File: config.mk
export PLATFORM = sky130hd
export DESIGN_NAME = spdif_rx
export DESIGN_NICKNAME = d
export VERILOG_FILES = /design/src/rtl/spdif_rx.sv
export SDC_FILE = /design/constraint.sdc
export NUM_CORES = 1
export LEC_CHECK = 0
export ABC_AREA = 1
export CAP_MARGIN = 20
export CORE_UTILIZATION = 58
export DETAILED_ROUTE_END_ITERATION = 8
export PLACE_DENSITY_LB_ADDON = 0.3
export SLEW_MARGIN = 20
export SYNTH_ARGS = -nofsm -noshare
export SYNTH_HDL_FRONTEND = slang
export SYNTH_SLANG_ARGS = --single-unit
File: constraint.sdc
create_clock -name clk -period 2.8 [get_ports clk]
set_input_delay 0.28 -clock clk [delete_from_list [all_inputs] [get_ports clk]]
set_output_delay 0.28 -clock clk [all_outputs]
set_load 0.01 [all_outputs]
File: src/rtl/spdif_rx.sv
// Biphase-mark (S/PDIF / AES3) subframe receiver: measures pulse widths between
// line transitions, locks onto B/M/W preambles and emits one decoded subframe per strobe.
module spdif_rx #(
  parameter int UI_CLKS = 8,
  parameter int WIDTH   = 16
) (
  input  logic        clk,
  input  logic        nrst,
  input  logic        din,
  output logic [23:0] sample,
  output logic        v_bit,
  output logic        u_bit,
  output logic        c_bit,
  output logic        chan_b,
  output logic        blk_start,
  output logic        parity_err,
  output logic        sample_valid,
  output logic        locked,
  output logic [1:0]  dbg_state
);

  typedef enum logic [1:0] {SEEK = 2'd0, PRE = 2'd1, DATA = 2'd2, PEND = 2'd3} state_t;
  typedef enum logic [1:0] {P_NONE = 2'd0, P_S = 2'd1, P_M = 2'd2, P_L = 2'd3} pulse_t;

  // Thresholds are compared against 2*w so half-UI boundaries stay integral.
  localparam logic [WIDTH:0]   LIM_G   = (WIDTH+1)'(UI_CLKS);
  localparam logic [WIDTH:0]   LIM_S   = (WIDTH+1)'(3 * UI_CLKS);
  localparam logic [WIDTH:0]   LIM_M   = (WIDTH+1)'(5 * UI_CLKS);
  localparam logic [WIDTH:0]   LIM_L   = (WIDTH+1)'(7 * UI_CLKS);
  localparam logic [WIDTH-1:0] TMO     = WIDTH'(8 * UI_CLKS);
  localparam logic [WIDTH-1:0] CNT_MAX = {WIDTH{1'b1}};

  state_t            state_q;
  logic              sync1_q, sync2_q, sync3_q;
  logic [WIDTH-1:0]  cnt_q, cnt_d;
  logic [1:0]        pre_idx_q;
  pulse_t            p0_q;
  logic              pre_b_q, pre_w_q;
  logic              half_q;
  logic [4:0]        bit_cnt_q;
  logic [27:0]       sr_q;
  logic [23:0]       sample_q;
  logic              v_q, u_q, c_q, chan_b_q, blk_q, perr_q, valid_q, locked_q;

  logic              edge_w;
  logic              timeout;
  logic [WIDTH:0]    w2;
  pulse_t            pcls;
  logic              pre_ok;
  logic              half_start, bit_one, bit_zero, bit_done;
  logic [27:0]       sr_shift;
  logic              fsm_err;

  assign edge_w  = sync2_q ^ sync3_q;
  assign w2      = {cnt_q, 1'b0};
  assign timeout = !edge_w && (cnt_q >= TMO);

  always_comb begin
    cnt_d = cnt_q;
    if (edge_w)               cnt_d = WIDTH'(1);
    else if (cnt_q != CNT_MAX) cnt_d = cnt_q + 1'b1;
  end

  always_comb begin
    pcls = P_NONE;
    if (w2 < LIM_G)      pcls = P_NONE;
    else if (w2 < LIM_S) pcls = P_S;
    else if (w2 < LIM_M) pcls = P_M;
    else if (w2 < LIM_L) pcls = P_L;
  end

  // Second preamble pulse is always S, so only the first and third discriminate.
  assign pre_ok = ((p0_q == P_S) && (pcls == P_L)) ||
                  ((p0_q == P_L) && (pcls == P_S)) ||
                  ((p0_q == P_M) && (pcls == P_M));

  assign half_start = (pcls == P_S) && !half_q;
  assign bit_one    = (pcls == P_S) &&  half_q;
  assign bit_zero   = (pcls == P_M) && !half_q;
  assign bit_done   = bit_one || bit_zero;
  assign sr_shift   = {half_q, sr_q[27:1]};

  always_comb begin
    fsm_err = 1'b0;
    if (state_q != SEEK) begin
      if (timeout) begin
        fsm_err = 1'b1;
      end else if (edge_w) begin
        case (state_q)
          PRE: begin
            case (pre_idx_q)
              2'd0:    fsm_err = (pcls == P_NONE);
              2'd1:    fsm_err = (pcls != P_S);
              default: fsm_err = !pre_ok;
            endcase
          end
          DATA:    fsm_err = !(half_start || bit_done);
          PEND:    fsm_err = (pcls != P_L);
          default: fsm_err = 1'b0;
        endcase
      end
    end
  end

  always_ff @(posedge clk or negedge nrst) begin
    if (!nrst) begin
      state_q   <= SEEK;
      sync1_q   <= 1'b0;
      sync2_q   <= 1'b0;
      sync3_q   <= 1'b0;
      cnt_q     <= '0;
      pre_idx_q <= 2'd0;
      p0_q      <= P_NONE;
      pre_b_q   <= 1'b0;
      pre_w_q   <= 1'b0;
      half_q    <= 1'b0;
      bit_cnt_q <= 5'd0;
      sr_q      <= '0;
      sample_q  <= '0;
      v_q       <= 1'b0;
      u_q       <= 1'b0;
      c_q       <= 1'b0;
      chan_b_q  <= 1'b0;
      blk_q     <= 1'b0;
      perr_q    <= 1'b0;
      valid_q   <= 1'b0;
      locked_q  <= 1'b0;
    end else begin
      sync1_q <= din;
      sync2_q <= sync1_q;
      sync3_q <= sync2_q;
      cnt_q   <= cnt_d;
      valid_q <= 1'b0;
      if (fsm_err) begin
        state_q  <= SEEK;
        locked_q <= 1'b0;
      end else if (edge_w) begin
        case (state_q)
          SEEK: begin
            if (pcls == P_L) begin
              state_q   <= PRE;
              pre_idx_q <= 2'd0;
            end
          end
          PRE: begin
            case (pre_idx_q)
              2'd0: begin
                p0_q      <= pcls;
                pre_idx_q <= 2'd1;
              end
              2'd1:    pre_idx_q <= 2'd2;
              default: begin
                state_q   <= DATA;
                pre_b_q   <= (p0_q == P_S);
                pre_w_q   <= (p0_q == P_M);
                half_q    <= 1'b0;
                bit_cnt_q <= 5'd0;
                sr_q      <= '0;
              end
            endcase
          end
          DATA: begin
            if (half_start) begin
              half_q <= 1'b1;
            end else begin
              half_q <= 1'b0;
              sr_q   <= sr_shift;
              if (bit_cnt_q == 5'd27) begin
                sample_q <= sr_shift[23:0];
                v_q      <= sr_shift[24];
                u_q      <= sr_shift[25];
                c_q      <= sr_shift[26];
                perr_q   <= ^sr_shift;
                chan_b_q <= pre_w_q;
                blk_q    <= pre_b_q;
                valid_q  <= 1'b1;
                locked_q <= 1'b1;
                state_q  <= PEND;
              end else begin
                bit_cnt_q <= bit_cnt_q + 5'd1;
              end
            end
          end
          default: begin
            state_q   <= PRE;
            pre_idx_q <= 2'd0;
          end
        endcase
      end
    end
  end

  assign sample       = sample_q;
  assign v_bit        = v_q;
  assign u_bit        = u_q;
  assign c_bit        = c_q;
  assign chan_b       = chan_b_q;
  assign blk_start    = blk_q;
  assign parity_err   = perr_q;
  assign sample_valid = valid_q;
  assign locked       = locked_q;
  assign dbg_state    = state_q;

endmodule

==> qor.csv, run 1 <==
stage,metric,value,unit
sta,minimum clock period after layout,2.47,ns
worst_hold_path,min-delay worst type,register to register,
power,total power,3.09,mW
routing,Via-to-Cell Ratio,5.29,
die,IO Count,37,
worst_setup_path,origin of the worst setup path,cnt_q[14],
power,worst ir drop on vdd,0.584,mV
sta,max_slew headroom,0.570,
synthesis,sequential-to-total area share from yosys stat,0.488,
worst_setup_path,Critical R2R Launch,cnt_q[14],
global_routing,first-pass GRT wire length,16100,µm
synthesis,mux share of post-synthesis cell area,0,
worst_setup_path,Startpoint Class,register,
sta,worst hold slack,0.358,ns
worst_setup_path,"most used cell, CP",nand2_1,
layout,"commonest non-fill, non-tap cell in the layout",nand2_1,
layout,fillers,663,
worst_setup_path,critical path arrival,2.72,ns
layout,post-layout utilization of the core,0.682,
routing,wire length per cell,13.3,µm
synthesis,ys async rst share,1.00,
synthesis,Mapped Cells,546,
worst_hold_path,hold_sp,sync1_q,
synthesis,prevailing post-synth register cell,dfrtp_1,
worst_setup_path,"delay-heaviest family, CP",simple AND/OR/NAND/NOR gates,
sta,Tcrit/Tclk final,0.881,
clock_tree,CTS Root Cell,clkbuf_8,
synthesis,XOR/XNOR Fraction of Synth Area,0.0557,
worst_setup_path,crit path kind,register to register,
global_routing,initial antenna violation count,0,
run,Max Cap Viol,0,
clock_tree,CTS tree,done,
clock_tree,worst skew pair latency,0.37,ns
synthesis,Synth top area share,0.488,
clock_tree,postcts setup bufs,0,
synthesis,post-synthesis cell area,4720,µm²
global_routing,largest net degree at the start of global routing,55,
die,Starting Density,0.604,
layout,layout cell share with drive strength beyond 1,0.130,
routing,WL final,9120,µm
placement,GPL Wtd Cong,0.883,
placement,PortBufs,36,
die,core box area,7810,µm²
synthesis,combinational family with the most area after synthesis,simple AND/OR/NAND/NOR gates,
power,Lkg Pwr,2.55,nW
worst_setup_path,Buf/Inv on CP,2,
layout,nets@finish,591,
worst_setup_path,"Slowest-stage cell, CP",dfrtp_1,
die,chip width,92.2,µm
placement,HPWL Detailed,6370,µm
sta,worst-margin pin slew,0.644,ns
routing,initial DRC count,212,
worst_setup_path,Reg2Reg Setup Slack,0.33,ns
clock_tree,H-Tree Depth,3,
worst_setup_path,CP max FO,31,
sta,max-slew violation count,0,
sta,fmax,405,MHz
synthesis,Yosys warnings,0,
synthesis,Synth Net Count,556,
die,# rows,32,
sta,RSZ-0062 raised after global routing,no,
clock_tree,clk buf depth,2,
sta,skew final,0.0132,ns
synthesis,Yosys top cell by area,dfrtp_1,
layout,ANT cells,0,
worst_setup_path,crit-path cells,"nor2_1, nand2_1, nor2_2, nand2_2, inv_1, nor2_2, nand2_1, nor2_1, or3_1, clkinv_2, nand2_4, nand2_1, o21ai_2",
routing,DRT antenna net count,0,
synthesis,Synth Register Bits,92,
synthesis,Synth cell types,34,
die,Die ar.,8500,µm²
power,power per cell area,581,nW/µm²
routing,vias after detailed routing,3641,
worst_setup_path,Crit. End Element,register,
routing,# DRC,0,
global_routing,gr ovfl total,0,
worst_setup_path,max incr delay on CP,0.43,ns
synthesis,top post-synthesis cells by area,"dfrtp_1 49%, nand2_1 13%, o21ai_2 5.2%, nand3_1 4.7%, xnor2_1 4.5%",
sta,setup tns final,0,ns
sta,Finish-stage setup viols,0,
die,die height,92.2,µm
synthesis,Simple-Gate Fraction of Synth Area,0.272,
layout,Synth-to-Final Area Change,12.9,%
clock_tree,CTS buffer count,9,
synthesis,Post-synth EDFFs,0,
worst_setup_path,Worst EP required,3.05,ns
global_routing,Total GRT Usage,0.240,
layout,most frequent cells in the layout,"165 x nand2_1, 92 x dfrtp_1, 44 x nand3_1, 43 x inv_1, 35 x clkdlybuf4s50_1",
routing,iteration count of the initial detailed-routing pass,5,
sta,final hold vios,0,
synthesis,Synth Area in Adders,0.0186,
run_status,status,finished clean,
clock_tree,clk sinks,92,
clock_tree,"Reg clk slew, reported paths",0.10,ns
synthesis,post-synthesis compound-gate area fraction,0.100,
synthesis,average cell area after synthesis,8.64,µm²
global_routing,number of global-route vias before repair,3624,
## worst paths after layout
| path | cells past startpoint | end |
|---|---|---|
| hold / removal | 0 | sync2_q |
| max in group asynchronous | 3 | cnt_q[12] |
| setup reg to reg | 13 | chan_b |
| hold reg to reg | 0 | sync2_q |
| min in group asynchronous | 2 | sample[4] |
| setup / recovery | 13 | chan_b |
## stage by stage
step                std cells  area, µm²  setup WS (ns)
detailed placement        671       5130          0.284
CTS                       688       5330          0.253
floorplan                 546       4720          0.827
global route              688       5330         0.0144
global placement          671       5130          0.395
finish                    688       5330          0.332
## registers in the layout, summed over array words and instances (netlist names), 2 cells and up
signal / count
bit_cnt_q: 5
pre_idx_q: 2
cnt_q: 16
dbg_state: 2
sample: 24
sr_q: 27
p0_q: 2
## logic make-up after synthesis
kind of cell,count (synthesis)
buffers and inverters,65
AOI/OAI and AO/OA,69
and+or+nand+nor,283
adders and majority gates,7
xor gates and xnor gates,30
DFF,92
## layer usage
layer | wire length, µm | part of all wire | track usage | vias to the layer above
met2 | 4400 | 0.48 | 0.399 | 90
met5 | 0 | 0 | 0 | -
li1 | - | - | - | 1829
met4 | 123 | 0.013 | 0.0938 | 0
met1 | 4230 | 0.46 | 0.315 | 1712
met3 | 362 | 0.040 | 0.0365 | 10
## power breakdown
| part | switching, mW | internal, mW | total (mW) |
|---|---|---|---|
| Combinational | 0.555 | 0.235 | 0.790 |
| Clock | 0.510 | 0.345 | 0.855 |
| Sequential | 0.0610 | 1.39 | 1.45 |
| Total | 1.13 | 1.97 | 3.09 |
## timing repair
item,CTS,global route
hold endpoints to repair,50,0
gates resized for setup,0,1
endpoints found under the setup margin,0,22
hold buffers,1,0
## layout make-up
class,instances,area (µm²),share of cell area
clock buffers,9,124,0.0233
multi-input cells,389,2110,0.395
well taps,102,128,0.0240
flip-flops and latches,92,2300,0.432
clock inverters,7,63.8,0.0120
inverters,45,170,0.0319
repair buffers,44,433,0.0813
## cells in the mapped netlist (2+ instances only)
| cell type | number |
|---|---|
| nand2_1 | 165 |
| dfrtp_1 | 92 |
| nand3_1 | 44 |
| inv_1 | 43 |
| nor2_1 | 29 |
| o21ai_2 | 28 |
| xnor2_1 | 24 |
| o21ai_0 | 21 |
| nand4_1 | 11 |
| a21oi_1 | 10 |
| nor3_1 | 9 |
| buf_4 | 7 |
| ha_1 | 7 |
| clkbuf_1 | 6 |
| xor2_1 | 6 |
| a211oi_1 | 5 |
| buf_6 | 5 |
| nand2_2 | 4 |
| nor2_2 | 4 |
| or2_2 | 4 |
| a31oi_1 | 3 |
| nand2_4 | 3 |
| and3_1 | 2 |
| buf_2 | 2 |
| inv_2 | 2 |
| nand4_2 | 2 |
No activity file was read; power rests on OpenSTA's default activity.
==> run 2: changes to the inputs <==
GPL_ROUTABILITY_DRIVEN = 0   (was not set)
==> results of run 2 <==
The final DEF is identical to that of run 1; final timing and power are the same.
